<file path="src/rtl/traffic_fsm.sv">
// traffic_fsm: highway/farm-road light controller with maintenance flash mode.
// Drives a restart pulse to an external interval timer on every state change.
module traffic_fsm (
    input  logic       clk,
    input  logic       reset_n,
    input  logic       car_present,
    input  logic       flash_req,
    input  logic       short_timeout,
    input  logic       long_timeout,
    output logic       timer_hw_reset,
    output logic [1:0] hw_light,
    output logic [1:0] fr_light,
    output logic [2:0] state_o
);
    typedef enum logic [2:0] {
        HG     = 3'd0,
        HY     = 3'd1,
        FG     = 3'd2,
        FY     = 3'd3,
        FLASH  = 3'd4,
        ALLRED = 3'd5
    } state_t;
    localparam logic [1:0] RED = 2'b00, YEL = 2'b01, GRN = 2'b10, OFF = 2'b11;
    state_t     state, state_nxt;
    logic       car_m, car_s, flash_m, flash_s, st_q, lt_q;
    logic [2:0] blink, blink_nxt;
    logic [1:0] hw_nxt, fr_nxt;
    assign state_o = state;
    // A timeout seen while the timer is still being restarted belongs to the previous state.
    assign st_q = short_timeout & ~timer_hw_reset;
    assign lt_q = long_timeout & ~timer_hw_reset;
    always_comb begin
        state_nxt = ALLRED;
        if (flash_s && state != FLASH)
            state_nxt = FLASH;
        else
            case (state)
                HG:      state_nxt = (lt_q && car_s) ? HY : HG;
                HY:      state_nxt = st_q ? FG : HY;
                FG:      state_nxt = (lt_q || !car_s) ? FY : FG;
                FY:      state_nxt = st_q ? HG : FY;
                FLASH:   state_nxt = flash_s ? FLASH : ALLRED;
                ALLRED:  state_nxt = st_q ? HG : ALLRED;
                default: state_nxt = ALLRED;
            endcase
        blink_nxt = (state_nxt == FLASH && state == FLASH) ? blink + 3'd1 : 3'd0;
        case (state_nxt)
            HG:      {hw_nxt, fr_nxt} = {GRN, RED};
            HY:      {hw_nxt, fr_nxt} = {YEL, RED};
            FG:      {hw_nxt, fr_nxt} = {RED, GRN};
            FY:      {hw_nxt, fr_nxt} = {RED, YEL};
            FLASH:   {hw_nxt, fr_nxt} = blink_nxt[2] ? {OFF, OFF} : {YEL, RED};
            default: {hw_nxt, fr_nxt} = {RED, RED};
        endcase
    end
    // Lamps are registered from next-state values so they always equal a decode of state/blink.
    always_ff @(posedge clk or negedge reset_n) begin
        if (!reset_n) begin
            car_m          <= 1'b0;
            car_s          <= 1'b0;
            flash_m        <= 1'b0;
            flash_s        <= 1'b0;
            state          <= ALLRED;
            blink          <= 3'd0;
            timer_hw_reset <= 1'b1;
            hw_light       <= RED;
            fr_light       <= RED;
        end else begin
            car_m          <= car_present;
            car_s          <= car_m;
            flash_m        <= flash_req;
            flash_s        <= flash_m;
            state          <= state_nxt;
            blink          <= blink_nxt;
            timer_hw_reset <= state_nxt != state;
            hw_light       <= hw_nxt;
            fr_light       <= fr_nxt;
        end
    end
endmodule

</file>
<file path="config.mk">
export PLATFORM = sky130hd
export DESIGN_NAME = traffic_fsm
export DESIGN_NICKNAME = d
export VERILOG_FILES = /design/src/rtl/traffic_fsm.sv
export SDC_FILE = /design/constraint.sdc
export NUM_CORES = 1
export LEC_CHECK = 0
export ABC_AREA = 1
export ABC_CLOCK_PERIOD_IN_PS = 1540
export CORE_MARGIN = 5
export CORE_UTILIZATION = 46
export CTS_CLUSTER_DIAMETER = 80
export CTS_CLUSTER_SIZE = 12
export DETAILED_ROUTE_END_ITERATION = 7
export PLACE_DENSITY = 0.79
export SKIP_LAST_GASP = 1
export SLEW_MARGIN = 25
export SYNTH_ARGS = -nofsm -noshare
export SYNTH_HDL_FRONTEND = slang
export SYNTH_SLANG_ARGS = --single-unit
export TNS_END_PERCENT = 10
</file>
<file path="constraint.sdc">
create_clock -name clk -period 1.54 [get_ports clk]
set_input_delay 0.154 -clock clk [delete_from_list [all_inputs] [get_ports clk]]
set_output_delay 0.154 -clock clk [all_outputs]
set_load 0.02 [all_outputs]
</file>
# Word-level counts from Yosys, hierarchy flattened

Cells that the tools add are included.

Input bits: 6
Flip-flop bits (word level): 15
Output and inout bits: 8
Logic and storage cells: 43

Add/subtract/negate cells: 1
Mux-type cells: 12
Reductions and logical operators: 7
Bitwise logic cells: 3
Equal/unequal tests: 11

Operators with widths:

| cell                                                                  | number |
|---|---|
| 3-bit case mux with 6 select lines                                    | 1 |
| 3-bit by 2-bit equality test with 1-bit output, second input constant | 4 |
| 2-bit case mux with 3 select lines                                    | 2 |
| 3-bit equality test, second input constant                            | 3 |
| 3-bit two-way mux                                                     | 3 |
| 3-bit by 1-bit equality test with 1-bit output, second input constant | 2 |
| 3-bit zero test                                                       | 2 |
| 2-bit two-way mux                                                     | 2 |
| 4-bit two-way mux                                                     | 1 |
| 3-bit by 1-bit adder with 3-bit output, second input constant         | 1 |
| 1-bit logical AND                                                     | 3 |
| 1-bit two-way mux                                                     | 3 |
| 3-bit inequality test                                                 | 1 |
| 3-bit inequality test, second input constant                          | 1 |
| 1-bit AND                                                             | 2 |
| 1-bit zero test                                                       | 1 |
| 1-bit logical OR                                                      | 1 |
| 1-bit NOT                                                             | 1 |

# Depth between registers and ports, before layout

Depth after elaboration: 11
Depth in mapped cells: 9
Mapped depth without buffers: 9

# Worst setup path after synthesis

Ideal clock, no wire load.

Path kind: register to register
Start point: register state[2], in the netlist state_o[2]
End point: register hw_light[1]
Arrival time: 1.105 ns
Data required time: 1.420 ns
Setup slack: 0.315 ns
Stages on the path, launching flop included: 7
Clock period less this slack: 1.225 ns
Path buffers: 0
Library setup time: 0.120 ns
Path through: dfstp_2 -> inv_1 -> nor2_1 -> nand2_1 -> and2_1 -> nand3_1 -> nand2_1

Longest elaborated chain between the ends: 8
Elaborated cells on any way between the ends: 17
Those cells by class: eq/ne (8); mux (5); reduce/logical (4)

RTL lines:

| item                                                                           | line   | RTL |
|---|---|---|
| from (decl)                                                                    | 24     | `state_t state, state_nxt;` |
| from (signal assigned)                                                         | 73     | `state <= state_nxt;` |
| 3-bit equality test (tied with other cells)                                    | 37     | `case (state)` |
| 3-bit case mux with 6 select lines / 1-bit logical AND (equally long branches) | 37, 34 |  |
| 3-bit two-way mux                                                              | 34     | `if (flash_s && state != FLASH)` |
| 3-bit equality test                                                            | 46, 47 |  |
| 1-bit logical AND                                                              | 46     | `blink_nxt = (state_nxt == FLASH && state == FLASH) ? blink + 3'd1 : 3'd0;` |
| 3-bit two-way mux                                                              | 46     |  |
| 4-bit two-way mux                                                              | 52     | `FLASH: {hw_nxt, fr_nxt} = blink_nxt[2] ? {OFF, OFF} : {YEL, RED};` |
| 2-bit case mux with 3 select lines *                                           | 47     | `case (state_nxt)` |
| named net hw_nxt[1]                                                            | 27     | `logic [1:0] hw_nxt, fr_nxt;` |
| to (signal assigned)                                                           | 76     | `hw_light <= hw_nxt;` |
| to (decl)                                                                      | 11     | `output logic [1:0] hw_light,` |

Mark *: on every way through the listed nets, which the timed path passes. The rest lies on a longest branch.

# Final worst setup path

Start point: register timer_hw_reset
End point: output timer_hw_reset

RTL lines:

| item                   | line | RTL |
|---|---|---|
| from (decl)            | 10   | `output logic timer_hw_reset,` |
| from (signal assigned) | 75   | `timer_hw_reset <= state_nxt != state;` |

No word-level cell between the ends.

==> results.txt <==
Slack of the worst reg-to-reg path -> 250 ps
IO buf count -> 13
Highest net fanout along the worst path -> 2
Leakage power -> 0.4482 nW
# hold bufs at CTS -> 0
Total wire length -> 1226 um
Global route total overflow -> 0
Core footprint -> 1301 sq um
Hold Crit Class -> in -> async
Critical Setup Path Class -> reg -> out
Place WS -> 192.9 ps
Clk pin slew, worst setup/hold paths -> 80 ps
Area leader, netlist -> dfrtp_1
Vias per cell -> 4.842
DR WL/cell -> 12.14 um
Starting Density -> 48.56%
CTS sink cnt -> 15
Critical path depth -> 1
DP HPWL -> 963.7 um
Worst path arrival time -> 1410 ps
Layout area overhead -> 29.11%
Largest net degree at the start of global routing -> 16
#FFs+latches synth -> 15
Diode count -> 0
Latest clock arrival within the worst-skew pair -> 270 ps
Synth cell types -> 18
Register area share after synthesis -> 60.00%
Ratio of cells with drive above 1 in the final layout -> 16.28%
Cells along the critical path -> clkdlybuf4s50_1
Critical path buffers and inverters -> 1
Hold slack final -> 176.3 ps
Clk root buf -> clkbuf_4
Syn nets -> 75
Drt pass-1 iters -> 4
Post-route cell area -> 815.8 sq um
Ys Warns -> 0
Maximum vdd drop -> 0.0005409 V
Initial antenna violation count -> 0
Gate Count Post-Synth -> 68
Final setup violation count -> 1
Num CTS Buffers -> 3
Vias -> 489
Synth area leaders -> dfrtp_1 48%, dfstp_2 12%, nand2_1 10%, inv_1 7.1%, nor2_1 4.2%
Io pins -> 14
Die H -> 47.06 um
CTS tree -> built
Cell area after synthesis -> 631.9 sq um
CP Capture Type -> output pin
Post-CTS Setup Bufs -> 0
Row cnt -> 13
Crit path required time -> 1390 ps
H-tree levels -> 1
Top cell type's share of synthesized area -> 47.52%
CP top delay family -> buffers and inverters
Worst reg2reg endpoint -> fr_light[1]
Final Skew -> 0.8730 ps
Unrepaired setup endpoints after global routing -> yes
Relative slew slack -> 82.48%
Final worst setup slack -> -20.67 ps
Overall Global Routing Usage -> 14.40%
DR DRC count -> 0
Initial DRC Count -> 9
Fin nets -> 94
Final core utilization -> 62.69%
CP startpoint kind -> flop
DIE WIDTH -> 47.06 um
Final Slew Violations -> 0
Global-route wire length before repair -> 2180 um
R2r startpoint -> state_o[0]
Final Hold Viols -> 0
Die footprint -> 2215 sq um
Syn avg cell area -> 9.292 sq um
Destination of the critical timing path -> timer_hw_reset
PD cells -> 961.0 nW/um^2
Final min period -> 1561 ps
Violated checks -> negative setup slack
Pwr Total -> 784.0 uW
Number of global-route vias before repair -> 501
Crit path launch -> timer_hw_reset
CP max stage delay -> 600 ps
Max-cap violation count -> 0
Crit-path slowest cell -> clkdlybuf4s50_1
Clk buf depth -> 2
Post-DRT Antenna Nets -> 0
DP Area -> 788.3 sq um
Final period utilization -> 101.3%
Routability cong. -> 0.7944
Reg2reg path depth -> 7
Status -> finished, violations left
Least-Margin Pin Slew -> 262.3 ps
Fmax -> 0.6408 GHz
-- timing repair --
action,CTS,global route
cloned,0,0
endpoints found under the setup margin,3,3
resized for setup,1,1
-- final cells by class --
class                           instances  area, sq um
Clock buffer                            4        26.28
Fill cell                             116        485.5
Inverter                               13        48.80
Multi-Input combinational cell         40        203.9
Sequential cell                        15        379.1
Tap cell                               15        18.77
Timing Repair Buffer                   14        138.9
-- worst min-delay path by stage --
stage / start / endpoint / slack [ps] / cells past startpoint
2_1_floorplan: reset_n / blink[0] / -140 / 0
3_3_place_gp: car_m / car_s / 340 / 0
3_5_place_dp: car_m / car_s / 340 / 0
4_1_cts: reset_n / blink[0] / 180 / 2
5_1_grt: reset_n / state_o[1] / 180 / 2
6_report: reset_n / car_s / 180 / 2
-- flip-flops by register name, indices dropped and copies added (netlist names) --
| register | count |
|---|---|
| fr_light | 2 |
| state_o | 3 |
| flash_s | 1 |
| flash_m | 1 |
| hw_light | 2 |
| timer_hw_reset | 1 |
| blink | 3 |
| car_s | 1 |
| car_m | 1 |
-- metrics by stage --
step / setup TNS [ps] / cells
finish: -20.67 / 101
global route: -82.67 / 101
CTS: -148.5 / 101
detailed placement: 0 / 97
global placement: 0 / 97
floorplan: 0 / 68
-- power breakdown --
part	internal, mW	switching, mW
Sequential	0.422	0.0153
Clock	0.100	0.116
Combinational	0.0555	0.0747
-- routing by layer --
layer,vias up,GRT usage (%),wire length [um]
li1,243,-,-
met4,0,7.735,27
met1,224,17.92,487
met5,-,0,0
met2,20,23.04,638
met3,2,3.448,72
-- placed cells by master, fill, tap and decap left out, types with 3 or more instances in the layout --
master / netlist / final
nand2_1: 17 / 17
inv_1: 12 / 12
dfrtp_1: 12 / 12
clkdlybuf4s50_1: 0 / 11
nor2_1: 7 / 7
nand3_1: 5 / 5
clkbuf_4: 0 / 3
dfstp_2: 3 / 3
-- logic make-up (layout without fill, tap and decap cells) --
kind of cell / Yosys count / in the layout / synth area share (%)
AO/OA/AOI/OAI: 4 / 4 / 4.753
adder cells (fa/ha/maj): 1 / 1 / 1.980
buffers and inverters: 13 / 31 / 7.722
flip-flops: 15 / 15 / 60.00
AND/OR/NAND/NOR: 35 / 35 / 25.55
-- synthesized netlist by cell type, drive strengths merged --
| cell | instances |
|---|---|
| dfstp | 3 |
| inv | 13 |
| nand4 | 1 |
| nand2 | 19 |
| ha | 1 |
| nor2 | 7 |
| a21o | 1 |
| o21ai | 1 |
| dfrtp | 12 |
| and2 | 1 |
| a21oi | 2 |
| or2 | 1 |
| nand3 | 6 |
(Power assumes the default switching activity.)
